[config.mk]
export PLATFORM = sky130hd
export DESIGN_NAME = conc_trace_recorder
export DESIGN_NICKNAME = d
export VERILOG_FILES = /design/src/rtl/conc_trace_recorder.sv
export SDC_FILE = /design/constraint.sdc
export NUM_CORES = 1
export LEC_CHECK = 0
export BUFFER_PORTS_ARGS = -buffer_cell sky130_fd_sc_hd__buf_2
export CAP_MARGIN = 0
export CORE_MARGIN = 1.5
export CORE_UTILIZATION = 50
export CTS_CLUSTER_SIZE = 8
export DETAILED_ROUTE_END_ITERATION = 8
export HOLD_SLACK_MARGIN = 0.1
export PLACE_DENSITY_LB_ADDON = 0.12
export SYNTH_ARGS = -nofsm -noshare
export SYNTH_HDL_FRONTEND = slang
export SYNTH_SLANG_ARGS = --single-unit
[constraint.sdc]
create_clock -name clk -period 2.3 [get_ports clk]
set_input_delay 0.23 -clock clk [delete_from_list [all_inputs] [get_ports clk]]
set_output_delay 0.23 -clock clk [all_outputs]
set_load 0.005 [all_outputs]
[src/rtl/conc_trace_recorder.sv]
`default_nettype none
// ============================================================================
// Module      : conc_trace_recorder
// Description : Start/stop capture buffer for DUT observations with in-order
//               readout once capture ends. Defining CONC_TRACE_TIMESTAMP_EN
//               prefixes every entry with cycle[15:0] of its write cycle.
// Revision    : 1.0  initial release
// ============================================================================
module conc_trace_recorder #(
    parameter int DEPTH = 16,
    parameter int DW    = 9
) (
    input  logic                     clk,
    input  logic                     reset,
    input  logic                     start,
    input  logic                     stop,
    input  logic [DW-1:0]            smp_data,
    input  logic                     rd_en,
    output logic                     rd_valid,
`ifdef CONC_TRACE_TIMESTAMP_EN
    output logic [DW+15:0]           rd_data,
`else
    output logic [DW-1:0]            rd_data,
`endif
    output logic [1:0]               state,
    output logic [$clog2(DEPTH):0]   count,
    output logic [31:0]              cycle
);

    localparam int AW = $clog2(DEPTH);
`ifdef CONC_TRACE_TIMESTAMP_EN
    localparam int EW = DW + 16;
`else
    localparam int EW = DW;
`endif
    localparam logic [AW:0] C_FULL_M1 = (AW+1)'(DEPTH - 1);
    localparam logic [AW:0] C_ONE     = (AW+1)'(1);

    typedef enum logic [1:0] {
        S_IDLE    = 2'b00,
        S_CAPTURE = 2'b01,
        S_FULL    = 2'b10,
        S_DRAIN   = 2'b11
    } state_t;

    state_t          state_q, state_d;
    logic [AW-1:0]   wr_ptr_q, wr_ptr_d;
    logic [AW-1:0]   rd_ptr_q, rd_ptr_d;
    logic [AW:0]     count_q, count_d;
    logic            rd_valid_q, rd_valid_d;
    logic [EW-1:0]   rd_data_q, rd_data_d;
    logic [31:0]     cycle_q;
    logic            wr_en;
    logic [EW-1:0]   wr_entry;
    logic [EW-1:0]   mem_q [DEPTH];

`ifdef CONC_TRACE_TIMESTAMP_EN
    assign wr_entry = {cycle_q[15:0], smp_data};
`else
    assign wr_entry = smp_data;
`endif

    // Capture writes only in CAPTURE, reads only in FULL/DRAIN, so the two
    // memory ports are never active in the same cycle.
    always_comb begin
        state_d    = state_q;
        wr_ptr_d   = wr_ptr_q;
        rd_ptr_d   = rd_ptr_q;
        count_d    = count_q;
        rd_valid_d = 1'b0;
        rd_data_d  = rd_data_q;
        wr_en      = 1'b0;

        case (state_q)
            S_IDLE: begin
                if (start) begin
                    wr_ptr_d = '0;
                    rd_ptr_d = '0;
                    count_d  = '0;
                    state_d  = S_CAPTURE;
                end
            end
            S_CAPTURE: begin
                if (stop) begin
                    state_d = S_DRAIN;
                end else begin
                    wr_en    = 1'b1;
                    wr_ptr_d = wr_ptr_q + 1'b1;
                    count_d  = count_q + 1'b1;
                    if (count_q == C_FULL_M1) begin
                        state_d = S_FULL;
                    end
                end
            end
            default: begin
                if (count_q == '0) begin
                    state_d = S_IDLE;
                end else if (rd_en) begin
                    rd_valid_d = 1'b1;
                    rd_data_d  = mem_q[rd_ptr_q];
                    rd_ptr_d   = rd_ptr_q + 1'b1;
                    count_d    = count_q - 1'b1;
                    // Leave on the same edge that presents the final entry.
                    if (count_q == C_ONE) begin
                        state_d = S_IDLE;
                    end
                end
            end
        endcase
    end

    always_ff @(posedge clk) begin
        if (reset) begin
            state_q    <= S_IDLE;
            wr_ptr_q   <= '0;
            rd_ptr_q   <= '0;
            count_q    <= '0;
            rd_valid_q <= 1'b0;
            rd_data_q  <= '0;
            cycle_q    <= '0;
        end else begin
            state_q    <= state_d;
            wr_ptr_q   <= wr_ptr_d;
            rd_ptr_q   <= rd_ptr_d;
            count_q    <= count_d;
            rd_valid_q <= rd_valid_d;
            rd_data_q  <= rd_data_d;
            cycle_q    <= cycle_q + 32'd1;
        end
    end

    // Buffer storage carries no reset; stale entries are unreachable once
    // the pointers and count are cleared.
    always_ff @(posedge clk) begin
        if (wr_en && !reset) begin
            mem_q[wr_ptr_q] <= wr_entry;
        end
    end

    assign state    = state_q;
    assign count    = count_q;
    assign cycle    = cycle_q;
    assign rd_valid = rd_valid_q;
    assign rd_data  = rd_data_q;

endmodule
`default_nettype wire
**Word level (Yosys, flattened, before mapping)**

Memories as Yosys holds them, arrays and structs flattened. A register that Yosys moved wholly into a read port is not among the register bits.
Index checks and enable logic that the tools add are counted.

- $add $sub $neg: 5
- Multiply operators: 0
- Divide/modulo/power cells: 0
- Order comparisons: 0
- Equality and inequality tests: 8
- Shifts and indexed selects: 0
- Muxes and demuxes: 23
- Bitwise logic cells: 3
- Reduce and logical (&&, ||, !) cells: 16

Operator list:

| operator | count |
|---|---|
| 32-bit by 1-bit adder with 32-bit output (second input constant) | 1 |
| 5-bit two-way mux | 4 |
| 4-bit two-way mux | 4 |
| 4-bit one-hot mux with 2 select lines | 2 |
| 2-bit two-way mux | 6 |
| 4-bit AND reduction | 3 |
| 5-bit one-hot mux with 2 select lines | 1 |
| 4-bit by 1-bit adder with 4-bit output (second input constant) | 2 |
| 4-bit nonzero test | 2 |
| 3-bit AND reduction | 2 |
| 5-bit by 1-bit adder with 5-bit output (second input constant) | 1 |
| 5-bit by 1-bit == test with 1-bit output (second input constant) | 1 |
| 5-bit by 4-bit == test with 1-bit output (second input constant) | 1 |
| 5-bit zero test | 1 |
| 1-bit two-way mux | 5 |
| 5-bit by 1-bit subtractor with 5-bit output (second input constant) | 1 |
| 2-bit inequality test (second input constant) | 2 |
| 2-bit one-hot mux with 2 select lines | 1 |
| 2-bit nonzero test | 2 |
| 4-bit OR reduction | 1 |
| 3-bit by 1-bit inequality test with 1-bit output (second input constant) | 1 |
| 3-bit inequality test (second input constant) | 1 |
| 1-bit NOT | 3 |
| 3-bit nonzero test | 1 |
| 6 further kinds | 6 |

- Bits in registers: 48
- Bits in latches: 0
- RAM bits: 144
- Bits in read-only memories: 0
- Bits of input ports: 14
- Output and inout port bits: 49
- Memories: 1

Memory list:

| memory | words | bits a word | read ports | clocked after Yosys merged registers in | wr ports | RTL line | source |
|---|---|---|---|---|---|---|---|
| mem_q | 16 | 9 | 1 | 1 | 1 | 55 | `logic [EW-1:0] mem_q [DEPTH];` |

**Longest topological paths before layout**

Gate-level depths: netlist (run 1).

- Depth after elaboration: 5
- Mapped depth: 7
- Gate-level depth less buffers: 7

**Worst setup path after synthesis (run 1)**

No wires, ideal clock.

- Path type: reg2reg
- From: register state_q[1], in the netlist state[1]
- To: memory mem_q[3][0] (netlist bit), enable pin
- Library setup time: 0.387 ns
- Data arrival time: 1.821 ns
- Required time: 1.913 ns
- Setup slack: 0.092 ns
- Stages on the path, launching flop included: 6
- Buffers on the path: 1
- Period minus slack after synthesis: 2.208 ns
- Path through: dfxtp_1 > clkbuf_1 > nand2b_1 > nor3_1 > nand2_1 > nor3_1

- Longest elaborated chain between the ends: 5

Ends and longest elaborated chain:

| element | RTL line | source |
|---|---|---|
| start, declared | 46 | `state_t state_q, state_d;` |
| start signal, assigned | 122 | `state_q <= state_d;` |
| 2-bit by 1-bit == test with 1-bit output | 74 | `case (state_q)` |
| 1-bit two-way mux | 74 |  |
| 1-bit logical AND | 135 | `if (wr_en && !reset) begin` |
| 1-bit two-way mux | 135 |  |
| 1-bit two-way mux (implied by the code) | 136 | `mem_q[wr_ptr_q] <= wr_entry;` |
| end, declared | 55 |  |

No other way between the ends.

**Worst setup path after layout (run 1)**

- From: register cycle_q[5], in the netlist cycle[5]
- To: register cycle_q[31], in the netlist cycle[31]

- Longest elaborated chain between the ends: 1

Ends and longest elaborated chain:

| element | RTL line | source |
|---|---|---|
| start, declared | 52 | `logic [31:0] cycle_q;` |
| start signal, assigned | 128 | `cycle_q <= cycle_q + 32'd1;` |
| 32-bit by 1-bit adder with 32-bit output | 128 |  |

No other way between the ends.
A chain may end at the register's enable or synchronous reset.

==> run metrics, run 1 <==
status completed; layout overhead on the synthesized area 20.3%; GRT Residual Overflow 0; total negative slack 0 ns; Post-Syn Instances 561; largest net degree at the start of global routing 44; Post-Syn Nets 585; final worst path period need 2.13 ns; Setup Buffers After CTS 0; gp weighted congestion 0.856; max incr delay on CP 0.73 ns; Antenna diodes 0; Num CTS Buffers 29; worst slew pin tran 0.519 ns; Setup crit start kind register; Avg Inst Size Synth 14.8 um2; Critical-path top delay cell or4_1; Yosys cell types 46; Fmax 0.470 GHz; clk_lat worst skew 0.53 ns; initial core utilization 0.516; CTS tree built; Clk pwr share 0.461; RR Endpoint cycle[31]; # rows 46; combinational fraction of design power 0.059; CP endpoint kind register; Reg2Reg Depth 4; Vias/cell 5.64; vias in the first global route 5,192; flops & latches, synth 201; CTS Buffer Depth 3; Pwr Total 8260 uW; Min-Delay Startpoint start; Antenna Nets Post-Route 0; Leakage 0.00339 uW; worst hold stages 4; sequential share of the synthesized area 0.659; most used cell, CP or4_1; worst min path class in -> reg; Final Setup Violations 0; Psw 1790 uW; required time of the critical path 2.75 ns; Initial DRC Count 426; WL per Instance 19.4 um; Root Buffer clkbuf_16; PwrDens 829 nW/um2; Hold Path End rd_ptr_q[1]; RSZ-0062 raised after global routing false; Setup CP Type reg -> reg; global-route wire length before repair 28.3 mm; sequential power share 0.480; global route hottest layer met2; Die Y 132 um; switching share of power 0.217; fraction of layout cells with a size suffix above 1 0.245; Residual DRC 0; post-synth design cell area 8290 um2; PortBufs 62; crit path DAT 2.58 ns; max_slew headroom 0.654; Nets 693; Final Max Slew Viols 0; max_cap viols 0; met3 Usage GRT 0.0411; H-tree depth 1; period utilization 0.925; drt pass-1 iters 5; cell internal pwr 6470 uW; final hold violations 0; initial antenna violation count 0; Top Ports 63; CP Max Fanout 11; CTS sink cnt 201; skew final 0.0157 ns; M2 GR Usage 0.350; core box area 16,100 um2; met1 GRT Util 0.282; via total after detailed routing 5,104; RR Startpoint cycle[5]; gr usage total 0.209; DIE AREA 17,400 um2; VDD IR max 0.829 mV; Reg clk slew, reported paths 0.05 ns; drt total wl 17.6 mm; Synth Warn # 0; Fillers 1,218; chip width 132 um; R2R Setup Slk 0.17 ns; hpwl dp 11.2 mm; Cell Chain, Critical Path nand4_1 > or4_1 > or4_1 > a21oi_1; worst hold slack 0.110 ns
==> registers in the layout, summed over array words and instances, names as in the netlist <==
signal	cells
mem_q	144
cycle	32
rd_data	9
count	5
rd_ptr_q	4
wr_ptr_q	4
state	2
rd_valid	1
==> what timing repair did <==
| item | CTS | global route |
|---|---|---|
| hold endpoints to repair | 143 | 0 |
| setup endpoints to repair | 0 | 144 |
| resized for setup | 0 | 1 |
| hold buffers | 10 | 0 |
==> worst max-delay path by stage <==
stage / startpoint / end / depth (start not counted) / slack, ns
2_1_floorplan: state[1] / mem_q[3][0] / 5 / 0.09
3_3_place_gp: state[0] / mem_q[0][5] / 5 / 0.20
3_5_place_dp: state[0] / mem_q[0][5] / 5 / 0.11
4_1_cts: state[0] / mem_q[0][5] / 5 / 0.10
5_1_grt: cycle[5] / cycle[31] / 4 / 0.02
6_report: cycle[5] / cycle[31] / 4 / 0.17
==> cell usage after synthesis, drive strengths merged <==
cell type / count / area, um2
inv: 11 / 41.3
nor4: 3 / 18.8
buf: 8 / 37.5
nand3: 14 / 75.1
a22oi: 2 / 15.0
o21a: 1 / 7.51
mux2: 7 / 78.8
o32ai: 1 / 8.76
or3: 8 / 51.3
o22ai: 1 / 6.26
a21o: 1 / 7.51
o21ai: 10 / 50.1
ha: 10 / 125
and4: 5 / 45.0
nor3b: 2 / 15.0
and3: 2 / 12.5
or4: 11 / 82.6
mux2i: 20 / 200
nand2b: 7 / 43.8
o221ai: 9 / 78.8
nor2b: 9 / 56.3
dfxtp: 57 / 1140
mux4: 36 / 811
nand4: 11 / 68.8
a211oi: 4 / 30.0
and4b: 1 / 10.0
nand3b: 10 / 75.1
a221oi: 1 / 8.76
xnor2: 8 / 70.1
o31ai: 8 / 60.1
or4b: 1 / 10.0
edfxtp: 144 / 4320
nor3: 16 / 80.1
a21oi: 27 / 135
o22a: 1 / 8.76
nor2: 43 / 161
and2: 4 / 25.0
o41a: 1 / 11.3
nand2: 19 / 71.3
xor2: 6 / 52.6
clkbuf: 21 / 78.8
==> power groups by stage <==
| stage | combinational, uW | clock, uW | sequential, uW |
|---|---|---|---|
| after floorplan | 287 | 0 | 4040 |
| after global placement | 461 | 0 | 4030 |
| after detailed placement | 471 | 0 | 4030 |
| after CTS | 489 | 3890 | 3960 |
| after global routing | 546 | 4050 | 3970 |
| final | 489 | 3810 | 3970 |
==> logic make-up (layout without fill, tap and decap cells) <==
family / Yosys count / in the layout / synth area share
buffers and inverters: 40 / 168 / 0.0190
multiplexers: 63 / 63 / 0.131
flip-flops: 201 / 201 / 0.659
AND/OR/NAND/NOR: 166 / 166 / 0.109
XOR/XNOR: 14 / 14 / 0.0148
adder cells (fa/ha/maj): 10 / 10 / 0.0151
AO/OA/AOI/OAI: 67 / 67 / 0.0516
==> cell type report <==
cell class,instances,area (um2),share of cell area
well taps,216,270,0.0271
flip-flops and latches,201,5470,0.548
repair buffers,106,691,0.0693
multi-input cells,320,2670,0.268
inverters,11,41.3,0.00414
clock inverters,2,28.8,0.00289
clock buffers,49,801,0.0803
==> critical path, delay by kind of cell, from the launching register on <==
family	cells	cell delay, ns
AND/OR/NAND/NOR	3	1.48
AO/OA/AOI/OAI	1	0.15
flip-flops	1	0.42
==> metal layers <==
metal | share of wire | up-vias
met5 | 0 | -
met4 | 0.020 | 0
met3 | 0.060 | 29
li1 | - | 2413
met2 | 0.48 | 169
met1 | 0.44 | 2493
==> stage by stage <==
stage	std cells	cell area (um2)	setup slack, ns	util
after CTS	905	9970	0.102	0.621
after detailed placement	844	9040	0.114	0.563
after global placement	844	9040	0.201	0.563
final	905	9970	0.173	0.621
after floorplan	561	8290	0.0923	-
after global routing	905	9970	0.0232	0.621
==> cells in the final DEF, fill, tap and decap left out, types with 15 or more instances in the layout <==
| cell | synthesis | final |
|---|---|---|
| edfxtp_1 | 144 | 144 |
| buf_2 | 6 | 62 |
| dfxtp_1 | 57 | 56 |
| nor2_1 | 43 | 43 |
| mux4_2 | 36 | 36 |
| buf_4 | 0 | 32 |
| clkbuf_16 | 0 | 29 |
| a21oi_1 | 27 | 27 |
| mux2i_1 | 20 | 20 |
| clkbuf_1 | 21 | 20 |
| nand2_1 | 19 | 19 |
| nor3_1 | 16 | 15 |
No activity file was read; power rests on OpenSTA's default activity.
==> run 2: changes to the inputs <==
ABC_CLOCK_PERIOD_IN_PS = 2300   (was unset)
CORE_UTILIZATION = 54   (was 50)
==> run 2 against run 1 <==
Clock skew fell by 0.0037 ns. Clock power fell by 2%. Count of clock-buffer cells in the layout fell by 2. Sequential cell count did not move. Final area fell by 0.41%. Sequential power barely moved. Maximum frequency fell by 2.0%. Sequential share of layout area rose by 0.23 points. Power fell by 0.85%. Global-route usage rose by 1.6 points. Critical endpoint unchanged. Largest cell class unchanged.
==> run metrics, run 2 (synthesis gave the netlist of run 1 again) <==
post_cts resized 0 (unchanged); vias in the first global route 5,165 (-0.52%); Setup CP Type reg -> reg; Biggest register mem_q; WL per Instance 19.9 um (+2.2%); post-route insts no fill 877 (-3.1%); Critical path origin cycle[5]; PortBufs 62 (unchanged); final hold violations 0 (unchanged); global route hottest layer met2; status completed; Final Max Slew Viols 0 (unchanged); fraction of layout cells with a size suffix above 1 0.245 (unchanged); gr usage total 0.225 (+0.0158); Fillers 1,079 (-11%); max_cap viols 0 (unchanged); initial core utilization 0.549 (+0.0331); RR Startpoint cycle[5]; Fmax 0.461 GHz (-2.0%); CTS tree built; most common cell after layout, fill and taps aside edfxtp_1; worst min path class in -> reg; met3 Usage GRT 0.0358 (-0.00529); Antenna diodes 0 (unchanged); global-route wire length before repair 27.9 mm (-1.7%); layout overhead on the synthesized area 19.8%; core box area 15,100 um2 (-6.0%); placed cells 817 (-3.2%); clk_lat worst skew 0.53 ns (about the same); Vias/cell 5.92 (+5.0%); CP Max Fanout 11 (unchanged); M2 GR Usage 0.367 (+0.0164); H-tree depth 1 (unchanged); drt total wl 17.4 mm (-0.95%); Leakage 0.00339 uW (about the same); RSZ-0062 raised after global routing false; crit path DAT 2.62 ns (+0.04 ns); max reg flops 144 (unchanged); Die Y 127 um (-3.7%); CP endpoint kind register; drt pass-1 iters 4 (-1); most frequent cells in the layout edfxtp_1 (144), buf_2 (62), dfxtp_1 (56); Num CTS Buffers 29 (unchanged); Reg clk slew, reported paths 0.05 ns (about the same); CTS Buffer Depth 3 (unchanged); RR Endpoint cycle[31]; gp weighted congestion 0.814 (-4.9%); largest net degree at the start of global routing 66 (+50%); final worst path period need 2.17 ns (+0.0442 ns); Antenna Nets Post-Route 0 (unchanged); hpwl dp 11.2 mm (-0.61%); chip width 127 um (-3.7%); period utilization 0.944 (+0.0192); GRT Residual Overflow 0 (unchanged); via total after detailed routing 5,195 (+1.8%); DIE AREA 16,100 um2 (-7.2%); Final Setup Violations 0 (unchanged); met1 GRT Util 0.315 (+0.0337); crit path setup slack, layout 0.128 ns (-0.0442 ns); Residual DRC 0 (unchanged); Setup crit start kind register; Root Buffer clkbuf_16; required time of the critical path 2.75 ns (about the same); PwrDens 825 nW/um2 (-0.44%); VDD IR max 0.613 mV (-26%); CP Capture Point cycle[31]; pre-CTS WS 0.169 ns (+0.0551 ns); max_slew headroom 0.563 (-0.0911); CTS sink cnt 201 (unchanged); skew final 0.0120 ns (-0.00371 ns); Nets 695 (+0.29%); Min-Delay Startpoint rd_en; R2R Setup Slk 0.13 ns (-0.04 ns); initial antenna violation count 0 (unchanged); total negative slack 0 ns (unchanged); Top Ports 63 (unchanged); Reg2Reg Depth 4 (unchanged); worst slew pin tran 0.656 ns (+0.137 ns); # rows 45 (-2.2%); Initial DRC Count 424 (-0.47%)
## run 2: changes by cell type in the layout (fill, tap and decap cells not counted)
cell | previous run | this run
clkbuf_1 | 20 | 18
buf_4 | 32 | 33
dlygate4sd3_1 | 10 | 11
inv_16 | 1 | 0
inv_6 | 0 | 1
nor3_1 | 15 | 16
nor3_2 | 1 | 0
## run 2: routing by layer
| metal | routed length, um | vias up |
|---|---|---|
| met2 | 8260 | 169 |
| li1 | - | 2415 |
| met1 | 7740 | 2580 |
| met3 | 966 | 31 |
| met5 | 0 | - |
| met4 | 450 | 0 |
## run 2: final cells by class
| type | count | area (um2) | area share |
|---|---|---|---|
| Inverter | 11 | 41.3 | 0.00416 |
| Tap cell | 188 | 235 | 0.0237 |
| Timing Repair Buffer | 108 | 708 | 0.0713 |
| Sequential cell | 201 | 5470 | 0.551 |
| Clock buffer | 47 | 793 | 0.0799 |
| Multi-Input combinational cell | 320 | 2670 | 0.269 |
| Clock inverter | 2 | 17.5 | 0.00176 |
## run 2: critical path, stage by stage (launching register included)
cell and delay [ns]:
dfxtp_1 0.43, nand4_1 0.21, or4_1 0.74, or4_1 0.56, a21oi_1 0.16
## run 2: how the worst min path moves through the flow
stage / to / slack, ns / cells after the start
after detailed placement: cycle[0] / 0.48 / 1
final: rd_ptr_q[2] / 0.27 / 5
after global routing: rd_ptr_q[2] / 0.32 / 5
after global placement: cycle[0] / 0.46 / 1
after CTS: rd_ptr_q[2] / 0.25 / 5
after floorplan: mem_q[0][0] / 0.33 / 0
## run 2: what timing repair did
item / 4_1_cts / 5_1_grt
hold buffers: 11 / 0
setup buffers: 0 / 0
endpoints found under the hold margin: 146 / 0
## run 2: through the flow
| stage | hold slack, ns | cell area [um2] | utilization | total power (uW) |
|---|---|---|---|---|
| after floorplan | 0.329 | 8290 | - | 4320 |
| after detailed placement | 0.480 | 9010 | 0.597 | 4500 |
| after global routing | 0.319 | 9930 | 0.658 | 8480 |
| after global placement | 0.459 | 9010 | 0.597 | 4480 |
| final | 0.272 | 9930 | 0.658 | 8190 |
| after CTS | 0.255 | 9930 | 0.658 | 8290 |
## run 2: report_power, final
part	internal [uW]	switching, uW
Combinational	205	282
Clock	2320	1420
Sequential	3930	38.4
